$ cat config.mk
export PLATFORM = sky130hd
export DESIGN_NAME = sat_counter
export DESIGN_NICKNAME = d
export VERILOG_FILES = /design/src/rtl/sat_counter.sv
export SDC_FILE = /design/constraint.sdc
export NUM_CORES = 1
export LEC_CHECK = 0
export ABC_CLOCK_PERIOD_IN_PS = 4900
export CORE_MARGIN = 5
export CORE_UTILIZATION = 55
export DETAILED_ROUTE_END_ITERATION = 12
export DONT_BUFFER_PORTS = 1
export GPL_TIMING_DRIVEN = 0
export PLACE_DENSITY = 0.75
export REMOVE_ABC_BUFFERS = 1
export SYNTH_ARGS = -nofsm -noshare
export SYNTH_HDL_FRONTEND = slang
export SYNTH_SLANG_ARGS = --single-unit
export TNS_END_PERCENT = 5
$ cat constraint.sdc
create_clock -name clk -period 4.9 [get_ports clk]
set_input_delay 0.98 -clock clk [delete_from_list [all_inputs] [get_ports clk]]
set_output_delay 0.98 -clock clk [all_outputs]
set_load 0.02 [all_outputs]
$ cat src/rtl/sat_counter.sv
`default_nettype none
// ============================================================================
// Module      : sat_counter
// Description : Up-counter with synchronous clear that holds at all-ones.
// Revision    : 1.0 - initial release
// ============================================================================
module sat_counter #(
    parameter int W = 32
) (
    input  logic         clk,
    input  logic         rst,
    input  logic         i_clear,
    input  logic         i_inc,
    output logic [W-1:0] o_count
);

    // clear wins over a same-cycle increment
    always_ff @(posedge clk or negedge rst) begin
        if (!rst) begin
            o_count <= '0;
        end else if (i_clear) begin
            o_count <= '0;
        end else if (i_inc && (o_count != {W{1'b1}})) begin
            o_count <= o_count + W'(1);
        end
    end

endmodule
`default_nettype wire

* Word-level counts from Yosys, hierarchy flattened
Cells that the tools add are included.
** Storage, ports and cells
- Register bits after elaboration :: 32
- Output and inout port bits :: 32
** Cells by class
- Add/sub/neg operators :: 1
- Equal/unequal tests :: 1
- Multiplexer cells :: 2
- Reduce and logical (&&, ||, !) cells :: 2
** Operator list (number)
- two-way mux 32 bit :: 2
- adder 32 x 1 -> 32 bit (second input constant) :: 1
- != test 32 bit (second input constant) :: 1
- nonzero test 2 bit :: 1
- logical AND 1 bit :: 1

* Longest topological paths before layout
- Depth in word-level cells :: 4
- Depth in mapped cells :: 8
- Depth with buffers taken out :: 6

* Least setup slack after synthesis
No wires, ideal clock.
- Path type :: input-to-reg
- Start point :: input i_inc
- End point :: register o_count[31]
- Setup time :: 0.125 ns
- Arrival time :: 2.190 ns
- Required time :: 4.775 ns
- Path slack :: 2.585 ns
- Cell stages on the path :: 6
- Buffers on the path :: 1
- Cells stage by stage :: and3_1 -> nand4_1 -> a21o_1 -> buf_2 -> nor4_1 -> mux2_2
** Between the ends
- Word-level cells in the longest chain between the ends :: 2
** RTL lines
- start: declaration :: line 13 : input logic i_inc,
- logical AND 1 bit :: line 23 : end else if (i_inc && (o_count != {W{1'b1}})) begin
- nonzero test 2 bit (no source line)
- end signal: assignment :: line 24 : o_count <= o_count + W'(1);
- end: declaration :: line 14 : output logic [W-1:0] o_count
No other way between the ends.
A chain may end at the register's enable or synchronous reset.

* Worst setup path after layout
- Start point :: register o_count[0]
- End point :: register o_count[27]
** Between the ends
- Word-level cells in the longest chain between the ends :: 3
- Elaborated cells on any way between the ends :: 6
- Classes of those cells :: add/sub (1); eq/ne (1); mux (2); reduce/logical (2)
** RTL lines (line)
- adder 32 x 1 -> 32 bit / != test 32 bit (equally long branches) :: 24, 23
- two-way mux 32 bit / logical AND 1 bit (equally long branches) :: 23
- two-way mux 32 bit / nonzero test 2 bit (equally long branches)
Several ways; a longest one is shown, not always the timed one. The select of a mux whose other input is x is not followed.

==> results_dict.tcl <==
set metrics [dict create \
    startpoint_type "flip-flop" \
    pwr-share-clk_pct 41.5 \
    largest_reg_flops 32 \
    rsz0062_at_grt "no" \
    clkSinkCount 32 \
    syn_to_final_growth_pct 5.47 \
    cts_buffers 5 \
    die_area_mm2 0.00463 \
    htree_levels 2 \
    initial_utilization_pct 56.0 \
    gp_congestion 0.845 \
    routed_via_density 6.16 \
    ios 36 \
    crit_path_end_kind "flip-flop" \
    clockRootBuffer "clkbuf_4" \
    n_antenna_cell 0 \
    postSynthAreaPerCell_um2 9.37 \
    path_delay_family "simple AND/OR/NAND/NOR gates" \
    p_comb_share_pct 2.0 \
    fin_crit_ps 2610 \
    irDropWorstVdd_v 0.000200 \
    crit_type "reg2reg" \
    fmax_mhz 383 \
    yosysWarnings 0 \
    hold_viol 0 \
    wl_per_cell_um 16.4 \
    crit_slowest_cell "dfrtp_1" \
    netlist_instances 198 \
    crit_cells 6 \
    fin_hold_ws_ps 314 \
    fp.dieW_um 68.1 \
    synth_cell_types 42 \
    clockBufferDepth 2 \
    die_h_um 68.1 \
    cap_violations 0 \
    p_switching_uw 101 \
    r2r_cells 6 \
    drt_iter0_markers 106 \
    io_buffers 0 \
    p_seq_share_pct 56.6 \
    switching_share_pct 21.1 \
    cp_max_fo 19 \
    gr-total-overflow 0 \
    top_register "o_count" \
    crit_arrival_ps 2840 \
    routed_wl_um 4010 \
    tns_ps 0 \
    clock_skew_ps 11.6 \
    core_mm2 0.00331 \
    postCtsSetupBuffers 0 \
    nNetsFinal 203 \
    cts_resized 0 \
    dr.pass1.iters 4 \
    grt_pass1_wl_um 6670 \
    worst-endpoint-required_ps 5130 \
    grt.total_usage_pct 19.3 \
    intPower_uw 377 \
    cp_num_buf_inv 0 \
    grt_max_degree 41 \
    tightest_slew_ps 615 \
    path_cells "ha_1 -> nand4_1 -> nor4_2 -> a21o_1 -> nor4_1 -> mux2_2" \
    seq_area_frac_synth_pct 43.2 \
    path_clk_slew_ps 100 \
    cpPeakStageDelay_ps 550 \
    powerDensity_mw_per_mm2 245 \
    cts_tree "built" \
    r2r-start "o_count[0]" \
    dp_hpwl_um 2920 \
    slew_viol_final 0 \
    period_share_pct 53.3 \
    p_leak_nw 0.787 \
    ys_ff_latch 32 \
    top_regs "o_count (32)" \
    antenna_found_initial 0 \
    fin_util_pct 59.1 \
    antenna_left 0 \
    drc 0 \
    route.vias.total 1510 \
    setup_violations 0 \
    cts-hold-fix-buffers 0 \
    netlist_area_mm2 0.00185 \
    drive_gt1_share_pct 11.6 \
    reg2reg_to "o_count[27]" \
    hp-class "in2async" \
    rows 21 \
    status "finished, final reports clean" \
    clock_latency_ps 340 \
    maxSlewHeadroom_pct 58.7 \
    ff2ff_setup_slack_ps 2290 \
    grt_pass1_vias 1471 \
]
[worst max-delay path by stage]
stage | to | start
after floorplan | o_count[31] | i_inc
after global placement | o_count[31] | i_inc
after detailed placement | o_count[27] | i_inc
after CTS | o_count[27] | o_count[0]
after global routing | o_count[27] | o_count[0]
final | o_count[27] | o_count[0]
[final cells by class]
type                            instances  area, um2
Tap cell                               46       57.6
Multi-Input combinational cell        152        995
Sequential cell                        32        801
Clock buffer                            6       41.3
Fill cell                             302       1360
Clock inverter                          2       35.0
Inverter                                7       26.3
[cells in the mapped netlist]
| master | instances | area, um2 |
|---|---|---|
| nand2b_1 | 2 | 12.5 |
| or4_1 | 3 | 22.5 |
| nor2_1 | 26 | 97.6 |
| o211a_1 | 1 | 10.0 |
| a41oi_1 | 1 | 8.76 |
| nand4_1 | 6 | 37.5 |
| mux2_4 | 1 | 15.0 |
| and3_4 | 1 | 11.3 |
| xnor2_1 | 10 | 87.6 |
| a21o_1 | 3 | 22.5 |
| nand2_1 | 11 | 41.3 |
| nor4_1 | 4 | 25.0 |
| inv_1 | 7 | 26.3 |
| buf_4 | 1 | 7.51 |
| dfrtp_1 | 32 | 801 |
| a31oi_4 | 1 | 21.3 |
| a31oi_1 | 1 | 6.26 |
| nor3_1 | 4 | 20.0 |
| and2_1 | 3 | 18.8 |
| a211oi_1 | 5 | 37.5 |
| nand3b_1 | 1 | 7.51 |
| or3_1 | 5 | 31.3 |
| mux2i_1 | 1 | 10.0 |
| clkbuf_1 | 4 | 15.0 |
| nor4_4 | 1 | 21.3 |
| and4bb_2 | 1 | 12.5 |
| nand3_1 | 12 | 60.1 |
| and3_1 | 7 | 43.8 |
| buf_2 | 2 | 10.0 |
| a31o_2 | 2 | 17.5 |
| nand4b_1 | 1 | 8.76 |
| o31ai_1 | 3 | 22.5 |
| o21ai_0 | 4 | 20.0 |
| and4_1 | 1 | 8.76 |
| ha_1 | 1 | 12.5 |
| nor4_2 | 2 | 25.0 |
| xor2_1 | 3 | 26.3 |
| nand3_2 | 1 | 10.0 |
| a21oi_1 | 11 | 55.1 |
| nor2b_1 | 6 | 37.5 |
| mux2_2 | 5 | 56.3 |
| nand4_2 | 1 | 12.5 |
[worst reg2reg max path: cells and delay by family, from the launching register on]
family | cells | cell delay (ps)
compound gates | 1 | 550
fa+ha+maj | 1 | 290
flops | 1 | 550
mux | 1 | 290
simple gates | 3 | 820
[metal layers]
layer,vias to the layer above,global-route usage [%],share of wire [%]
met1,754,21.7,40
met5,-,0,0
met4,0,7.44,1.6
met3,8,8.37,6.4
li1,716,-,-
met2,32,32.3,52
[logic make-up after synthesis]
group	after synthesis	share of synthesized area [%]
simple gates	99	30.5
compound gates	32	11.9
flops	32	43.2
buf+inv	14	3.17
xor+xnor	13	6.14
mux	7	4.39
fa+ha+maj	1	0.675
[through the flow]
| step | setup slack [ps] | total power [mW] | instance area [um2] | instances |
|---|---|---|---|---|
| final | 2290 | 0.478 | 1960 | 245 |
| after global placement | 2350 | 0.284 | 1880 | 237 |
| after floorplan | 2560 | 0.283 | 1820 | 191 |
| after detailed placement | 2300 | 0.285 | 1880 | 237 |
| after global routing | 2120 | 0.496 | 1960 | 245 |
| after CTS | 2300 | 0.483 | 1960 | 245 |
[power by group through the flow]
| stage | Sequential (mW) | Clock [mW] | Combinational, mW |
|---|---|---|---|
| after floorplan | 0.275 | 0 | 0.00794 |
| after global placement | 0.276 | 0 | 0.00859 |
| after detailed placement | 0.276 | 0 | 0.00958 |
| after CTS | 0.271 | 0.203 | 0.00946 |
| after global routing | 0.271 | 0.214 | 0.0110 |
| final | 0.271 | 0.198 | 0.00938 |
[placed cells by master (no fill, tap or decap), types with 2 or more instances in the layout]
cell type  instances
nand2b_1           2
inv_1              7
and2_1             3
a31o_2             2
o21ai_0            4
a211oi_1           5
a21oi_1           11
o31ai_1            3
or4_1              3
nor3_1             4
mux2_2             5
nor4_2             2
nand4_1            6
nand2_1           11
or3_1              5
clkbuf_4           5
nor2_1            26
a21o_1             3
and3_1             7
xnor2_1           10
xor2_1             3
nor2b_1            6
dfrtp_1           32
nand3_1           12
nor4_1             4
(Power assumes the default switching activity.)
